**config.mk**
```make
export PLATFORM = sky130hd
export DESIGN_NAME = sram_arbiter
export DESIGN_NICKNAME = d
export VERILOG_FILES = /design/src/rtl/sram_pkg.sv /design/src/rtl/sram_arbiter_rr_pick.sv /design/src/rtl/sram_arbiter.sv
export SDC_FILE = /design/constraint.sdc
export NUM_CORES = 1
export LEC_CHECK = 0
export BUFFER_PORTS_ARGS = -buffer_cell sky130_fd_sc_hd__buf_2
export CORE_MARGIN = 3
export CORE_UTILIZATION = 35
export DETAILED_ROUTE_END_ITERATION = 16
export PLACE_DENSITY_LB_ADDON = 0.12
export SYNTH_ARGS = -nofsm -noshare
export SYNTH_HDL_FRONTEND = slang
export SYNTH_SLANG_ARGS = --single-unit
```
**constraint.sdc**
```tcl
create_clock -name Clock -period 1.3 [get_ports Clock]
set_input_delay 0.13 -clock Clock [delete_from_list [all_inputs] [get_ports Clock]]
set_output_delay 0.13 -clock Clock [all_outputs]
set_load 0.02 [all_outputs]
```
**src/rtl/sram_pkg.sv**
```systemverilog
// Shared SRAM constants and the read-tag record used by sram_arbiter.
package sram_pkg;

    localparam int SRAM_AW = 5;
    localparam int SRAM_DW = 16;
    localparam int TAG_IW  = 2;

    // Block-result word addresses in the 32x16 SRAM.
    localparam logic [SRAM_AW-1:0] RES_ADDR0 = 5'd7;
    localparam logic [SRAM_AW-1:0] RES_ADDR1 = 5'd15;
    localparam logic [SRAM_AW-1:0] RES_ADDR2 = 5'd23;
    localparam logic [SRAM_AW-1:0] RES_ADDR3 = 5'd31;

    typedef struct packed {
        logic              vld;
        logic [TAG_IW-1:0] idx;
    } req_tag_t;

endpackage

```
**src/rtl/sram_arbiter_rr_pick.sv**
```systemverilog
// Combinational round-robin selector: first high request found searching upward from ptr+1.
module rr_pick
    import sram_pkg::*;
#(
    parameter int NREQ = 2
) (
    input  logic [NREQ-1:0]   req,
    input  logic [TAG_IW-1:0] ptr,
    output logic [NREQ-1:0]   gnt,
    output logic [TAG_IW-1:0] winner,
    output logic              found
);

    always_comb begin
        gnt    = '0;
        winner = ptr;
        found  = 1'b0;
        // Offset i picks exactly one j, so the outer loop order sets priority.
        for (int i = 1; i <= NREQ; i++) begin
            for (int j = 0; j < NREQ; j++) begin
                if (!found && req[j] && ((int'(ptr) + i) % NREQ) == j) begin
                    found  = 1'b1;
                    gnt[j] = 1'b1;
                    winner = TAG_IW'(j);
                end
            end
        end
    end

endmodule

```
**src/rtl/sram_arbiter.sv**
```systemverilog
// Round-robin arbiter sharing one 32x16 single-port SRAM among NREQ requesters.
// Optional SRAM_ARB_LOCK_EN adds a Lock input that lets the current owner burst.
module sram_arbiter
    import sram_pkg::*;
#(
    parameter int NREQ = 2,
    parameter int AW   = SRAM_AW,
    parameter int DW   = SRAM_DW
) (
    input  logic              Clock,
    input  logic              Reset,
    input  logic [NREQ-1:0]   Req,
    input  logic [NREQ-1:0]   We,
    input  logic [NREQ*AW-1:0] Addr,
    input  logic [NREQ*DW-1:0] Wdata,
`ifdef SRAM_ARB_LOCK_EN
    input  logic [NREQ-1:0]   Lock,
`endif
    output logic [NREQ-1:0]   Gnt,
    output logic [NREQ-1:0]   Rvalid,
    output logic [DW-1:0]     Rdata,
    output logic [AW-1:0]     Address,
    output logic              ReadEnable,
    output logic              WriteEnable,
    output logic [DW-1:0]     DataIN,
    input  logic [DW-1:0]     DataOut
);

    logic [TAG_IW-1:0] rr_ptr;
    logic [NREQ-1:0]   pick_gnt;
    logic [TAG_IW-1:0] pick_idx;
    logic              pick_found;

    logic [NREQ-1:0]   gnt_p0;
    logic [TAG_IW-1:0] win_p0;
    logic              vld_p0;
    logic [AW-1:0]     sel_addr;
    logic [DW-1:0]     sel_wdata;
    logic              sel_we;

    req_tag_t tag_p1;
    req_tag_t tag_p2;

    rr_pick #(.NREQ(NREQ)) u_pick (
        .req    (Req),
        .ptr    (rr_ptr),
        .gnt    (pick_gnt),
        .winner (pick_idx),
        .found  (pick_found)
    );

`ifdef SRAM_ARB_LOCK_EN
    logic            owned;
    logic [NREQ-1:0] ptr_oh;

    always_ff @(posedge Clock) begin
        if (Reset)
            owned <= 1'b0;
        else if (vld_p0)
            owned <= 1'b1;
    end
`endif

    // Stage p0: arbitration and winner operand select
    always_comb begin
        gnt_p0 = pick_gnt;
        win_p0 = pick_idx;
        vld_p0 = pick_found;
`ifdef SRAM_ARB_LOCK_EN
        for (int i = 0; i < NREQ; i++)
            ptr_oh[i] = (rr_ptr == TAG_IW'(i));
        if (owned && |(ptr_oh & Lock & Req)) begin
            gnt_p0 = ptr_oh;
            win_p0 = rr_ptr;
            vld_p0 = 1'b1;
        end
`endif
        if (Reset) begin
            gnt_p0 = '0;
            vld_p0 = 1'b0;
        end
        sel_addr  = '0;
        sel_wdata = '0;
        sel_we    = 1'b0;
        for (int i = 0; i < NREQ; i++) begin
            if (win_p0 == TAG_IW'(i)) begin
                sel_addr  = Addr[i*AW +: AW];
                sel_wdata = Wdata[i*DW +: DW];
                sel_we    = We[i];
            end
        end
    end

    assign Gnt = gnt_p0;

    // Stage p1: SRAM command register and first read-tag stage
    always_ff @(posedge Clock) begin
        if (Reset) begin
            rr_ptr      <= TAG_IW'(NREQ - 1);
            Address     <= '0;
            DataIN      <= '0;
            ReadEnable  <= 1'b0;
            WriteEnable <= 1'b0;
            tag_p1      <= '0;
        end else if (vld_p0) begin
            rr_ptr      <= win_p0;
            Address     <= sel_addr;
            DataIN      <= sel_wdata;
            ReadEnable  <= ~sel_we;
            WriteEnable <= sel_we;
            tag_p1      <= '{vld: ~sel_we, idx: win_p0};
        end else begin
            ReadEnable  <= 1'b0;
            WriteEnable <= 1'b0;
            tag_p1      <= '0;
        end
    end

    // Stage p2: tag aligned with SRAM read data
    always_ff @(posedge Clock) begin
        if (Reset)
            tag_p2 <= '0;
        else
            tag_p2 <= tag_p1;
    end

    always_comb begin
        Rvalid = '0;
        for (int i = 0; i < NREQ; i++)
            Rvalid[i] = tag_p2.vld && (tag_p2.idx == TAG_IW'(i));
    end

    assign Rdata = DataOut;

endmodule

```
---- Word-level counts from Yosys, hierarchy flattened ----
Cells that the tools add are included.
storage, ports and cells
  register bits after elaboration ......... 30
operators by class
  add/subtract/negate cells ............... 2
  equality and inequality tests ........... 4
  multiplexer cells ....................... 19
  bitwise logic cells ..................... 4
  reduce and logical (&&, ||, !) cells .... 17
operators with widths
  cell                   number
  $logic_not A32 Y1      2
  $mux W16               2
  $mux W1                10
  $mux W2                5
  $mux W5                2
  $logic_and A1 B1 Y1    9
  $eq A2 B1 Y1 const B   2
  $eq A2 B2 Y1 const B   2
  $logic_not A2 Y1       2
  $logic_not A1 Y1       3
  $add A1 B1 Y1 const B  2
  $and A1 B1 Y1 const A  2
  $not A1 Y1             2
  $reduce_or A2 Y1       1

---- Longest topological paths before layout ----
  depth after elaboration ................. 21
  gate-level depth with buffers ........... 6

---- Hierarchy ----
A second synthesis with hierarchy kept.
unflattened totals
  cells, all modules ...................... 123
  area, all modules ....................... 1363.8 um^2
modules (own cells, without submodules)
  module        instances  cells each  area an instance (um^2)
  sram_arbiter  1          115         1315.0
  rr_pick       1          8           48.8

---- Worst setup path before layout ----
Ideal clock, no wire load.
  path kind ............................... register to register
  from .................................... register rr_ptr[0]
  to ...................................... register Address[4]
  library setup time ...................... 89 ps
  arrival ................................. 1098 ps
  path slack .............................. 114 ps
  cell stages (with the launch flop) ...... 5
  period minus slack after synthesis ...... 1186 ps
  cell sequence ........................... dfxtp_1 -> nand2_1 -> clkbuf_1 -> o211ai_1 -> a311oi_2
between the ends
  word-level cells in the longest chain between the ends .. 20
RTL lines
  item                              RTL line                    RTL
  start, declared                   sram_arbiter.sv:29          logic [TAG_IW-1:0] rr_ptr;
  start signal, assigned            sram_arbiter.sv:99          rr_ptr <= TAG_IW'(NREQ - 1);
  start signal, assigned            sram_arbiter.sv:106         rr_ptr <= win_p0;
  $add A1 B1 Y1                     sram_arbiter_rr_pick.sv:21  if (!found && req[j] && ((int'(ptr) + i) % NREQ) == j) begin
  $and A1 B1 Y1 (no line)           --
  $logic_not A32 Y1                 sram_arbiter_rr_pick.sv:21
  $logic_and A1 B1 Y1               sram_arbiter_rr_pick.sv:21
  $mux W1                           sram_arbiter_rr_pick.sv:21
  $logic_not A1 Y1                  sram_arbiter_rr_pick.sv:21
  $logic_and A1 B1 Y1 (2 in a row)  sram_arbiter_rr_pick.sv:21
  $mux W1                           sram_arbiter_rr_pick.sv:21
  $logic_not A1 Y1                  sram_arbiter_rr_pick.sv:21
  $logic_and A1 B1 Y1 (2 in a row)  sram_arbiter_rr_pick.sv:21
  $mux W1                           sram_arbiter_rr_pick.sv:21
  $logic_not A1 Y1                  sram_arbiter_rr_pick.sv:21
  $logic_and A1 B1 Y1 (2 in a row)  sram_arbiter_rr_pick.sv:21
  $mux W2                           sram_arbiter_rr_pick.sv:21
  $logic_not A2 Y1                  sram_arbiter.sv:86          if (win_p0 == TAG_IW'(i)) begin
  $mux W5 (2 in a row)              sram_arbiter.sv:86
  end signal, assigned              sram_arbiter.sv:107         Address <= sel_addr;
  end, declared                     sram_arbiter.sv:22          output logic [AW-1:0] Address,
Parallel ways exist; a longest one is shown, timed or not.
A chain may end at the register's enable or synchronous reset.

---- Worst setup path after layout ----
  from .................................... register rr_ptr[0]
  to ...................................... output port Gnt[1]
between the ends
  word-level cells in the longest chain between the ends .. 18
RTL lines
  item                              RTL line                    RTL
  $add A1 B1 Y1                     sram_arbiter_rr_pick.sv:21
  $and A1 B1 Y1 (no line)           --
  $logic_not A32 Y1                 sram_arbiter_rr_pick.sv:21
  $logic_and A1 B1 Y1               sram_arbiter_rr_pick.sv:21
  $mux W1                           sram_arbiter_rr_pick.sv:21
  $logic_not A1 Y1                  sram_arbiter_rr_pick.sv:21
  $logic_and A1 B1 Y1 (2 in a row)  sram_arbiter_rr_pick.sv:21
  $mux W1                           sram_arbiter_rr_pick.sv:21
  $logic_not A1 Y1                  sram_arbiter_rr_pick.sv:21
  $logic_and A1 B1 Y1 (2 in a row)  sram_arbiter_rr_pick.sv:21
  $mux W1                           sram_arbiter_rr_pick.sv:21
  $logic_not A1 Y1                  sram_arbiter_rr_pick.sv:21
  $logic_and A1 B1 Y1 (2 in a row)  sram_arbiter_rr_pick.sv:21
  $mux W1 *                         sram_arbiter_rr_pick.sv:21
  $mux W2 *                         sram_arbiter.sv:78          if (Reset) begin
  end, declared                     sram_arbiter.sv:19          output logic [NREQ-1:0] Gnt,
Mark *: on every way between the ends. The rest lies on a longest branch, timed or not.

==> results.json <==
{
  "antennaDiodeCount": 0,
  "cp_max_fo": 5,
  "core_um2": 4414,
  "clkLatencyLatePin_ps": 280,
  "status": "completed",
  "power_leakage_nw": 0.9316,
  "cts_tree": "built",
  "critical_path_arrival_ps": 1110,
  "path_class": "reg2out",
  "slew_headroom_pct": 47.18,
  "cp.required_ps": 1170,
  "syn_to_final_growth_pct": 27.02,
  "crit_path_end_kind": "primary output",
  "cts_max_path_buffers": 2,
  "synth_ff_type": "dfxtp_1",
  "finalWeightedCongestion": 0.7512,
  "hp-class": "in2reg",
  "syn_area_um2": 1625,
  "fp-row-count": 24,
  "die_w_um": 74.15,
  "drtIter0Drc": 69,
  "numCtsBuffers": 5,
  "utilization_pct": 46.77,
  "timing.final.crit_period_ps": 1241,
  "vdd_drop_max_uv": 540.2,
  "syn_inst": 171,
  "root_buffer": "clkbuf_8",
  "drc": 0,
  "die_y_um": 74.15,
  "worstSetupStartpointType": "flop",
  "synth_edf_count": 0,
  "avgSynthCellArea_um2": 9.505,
  "dpl.cell_count": 275,
  "fin_nets": 295,
  "grt.total_usage_pct": 17.56,
  "tightest_slew_ps": 790.7,
  "grt_pass1_wl_um": 7327,
  "cpMaxStageDelayCell": "dfxtp_4",
  "dp_hpwl_um": 3419,
  "dr.pass1.iters": 4,
  "path_cells": "nand2_2 > buf_6 > and3b_1 > buf_2",
  "ys_types": 24,
  "pwr_density_cell_nw_per_um2": 1156,
  "io_pins": 107,
  "die_area_um2": 5497,
  "cts_sinks": 30,
  "grt_pass1_vias": 1514,
  "antenna_found_initial": 0,
  "final_antenna_net_count": 0,
  "yosys_warnings": 0,
  "drive_gt1_share_pct": 51.72,
  "max-cap-violations": 0,
  "io_buffers": 74,
  "synth_seq_area_share_pct": 36.95,
  "synth_area_leaders": "dfxtp_1 (37%), a311oi_2 (18%), o211ai_1 (10%), buf_4 (7.4%), nand3_1 (6.8%)",
  "start_util_pct": 36.82,
  "layoutNonFillerInstCount": 284,
  "max_stage_delay_ps": 370,
  "avgViaCountPerCell": 5.377,
  "fmax_ghz": 0.8056,
  "synth_nets": 235,
  "hold_viol_final": 0,
  "fin_crit_sh_pct": 95.48,
  "netlist.area_leader.share_pct": 36.95,
  "cts_max_level": 2,
  "clk_pin_slew_worst_paths_ps": 60,
  "slew_viol_final": 0,
  "grt_max_degree": 24,
  "ys_seq_elements": 30,
  "wirelength_um": 4789,
  "avgRoutedWirePerCell_um": 16.86,
  "nFillCells": 467,
  "grt_remaining_overflow": 0,
  "final.setup_skew_ps": 3.280,
  "rsz0062_at_grt": "false",
  "synth_top_area_cell": "dfxtp_1",
  "vias": 1527,
  "setup_viol": 0,
  "async_reset_ff_share_pct": 0
}
layout by cell type, fill, tap and decap left out, types with 2 or more instances in the layout:
cell,synthesis,routed
and3b_1,4,4
nor2b_1,4,3
dfxtp_1,30,29
buf_6,3,3
buf_4,16,12
nand3_1,22,22
a311oi_1,2,2
nor2_1,21,21
nor3b_1,2,2
a311oi_2,19,19
clkbuf_8,0,6
buf_2,9,73
o211ai_1,22,22
stage by stage:
stage	setup TNS [ps]	setup slack, ps	hold WS, ps	area [um^2]	total power [mW]
detailed placement	-2529	-133.7	260.1	1938	1.628
finish	0	58.73	126.6	2064	2.387
global placement	-1659	-79.73	260.1	1938	1.615
global route	0	6.317	136.8	2064	2.497
CTS	-6.969	-6.969	126.8	2067	2.412
floorplan	0	113.7	300.3	1625	1.486
routing by layer:
layer  vias up  wire length, um  track usage, %
met1       709             1958           20.98
met4         0               39           5.433
li1        739                -               -
met2        75             2286           27.85
met5         -                0               0
met3         4              505           8.514
timing repair:
item	4_1_cts	5_1_grt
hold buffers	0	0
endpoints found under the setup margin	2	5
setup buffers	2	0
resized for setup	6	3
layout make-up:
class / instances / area (um^2) / share of cell area, %
timing repair buffer: 88 / 489.2 / 23.70
clock buffer: 7 / 86.33 / 4.182
multi-input combinational: 106 / 814.5 / 39.45
tap: 52 / 65.06 / 3.152
sequential: 30 / 604.3 / 29.27
clock inverter: 1 / 5.005 / 0.2424
cell usage after synthesis (all sizes together) (2+ instances only):
master  number
nor2b        5
a311oi      21
clkbuf       5
buf         30
nand3       22
nor2        21
nand2b       2
o211ai      22
dfxtp       30
and3b        4
nor3b        2
critical path: cells and delay by family (launching register included):
family / cells / cell delay [ps]
buf+inv: 2 / 260
simple gates: 2 / 200
flops: 1 / 370
kinds of logic (layout without fill, tap and decap cells):
kind of cell	Yosys count	count (layout)	share of synthesized area, %
simple gates	59	59	18.86
compound gates	46	46	30.02
buf+inv	35	96	13.93
flops	30	30	36.95
other cells	1	1	0.2307
path summary, 6_finish.rpt:
path / startpoint / endpoint / slack (ps) / cells after the start
setup / recovery: rr_ptr[0]$_SDFFE_PP1P_ / Gnt[1] / 60 / 4
hold / removal: We[0] / WriteEnable$_SDFF_PP0_ / 130 / 3
setup reg to reg: rr_ptr[1]$_SDFFE_PP0P_ / DataIN[9]$_SDFFE_PP0P_ / 90 / 4
hold reg to reg: tag_p1[1]$_SDFF_PP0_ / tag_p2[1]$_SDFF_PP0_ / 450 / 1
report_power, final:
part | total (mW) | switching [mW] | internal [mW]
clock | 0.767 | 0.341 | 0.426
sequential | 1.03 | 0.0361 | 0.994
combinational | 0.590 | 0.342 | 0.247
flip-flops by register name (all words and copies together), names as in the netlist:
register	cells
WriteEnable	1
rr_ptr	2
DataIN	16
tag_p2	3
tag_p1	3
Address	5
Note: power is estimated with default switching activity, not from simulation.
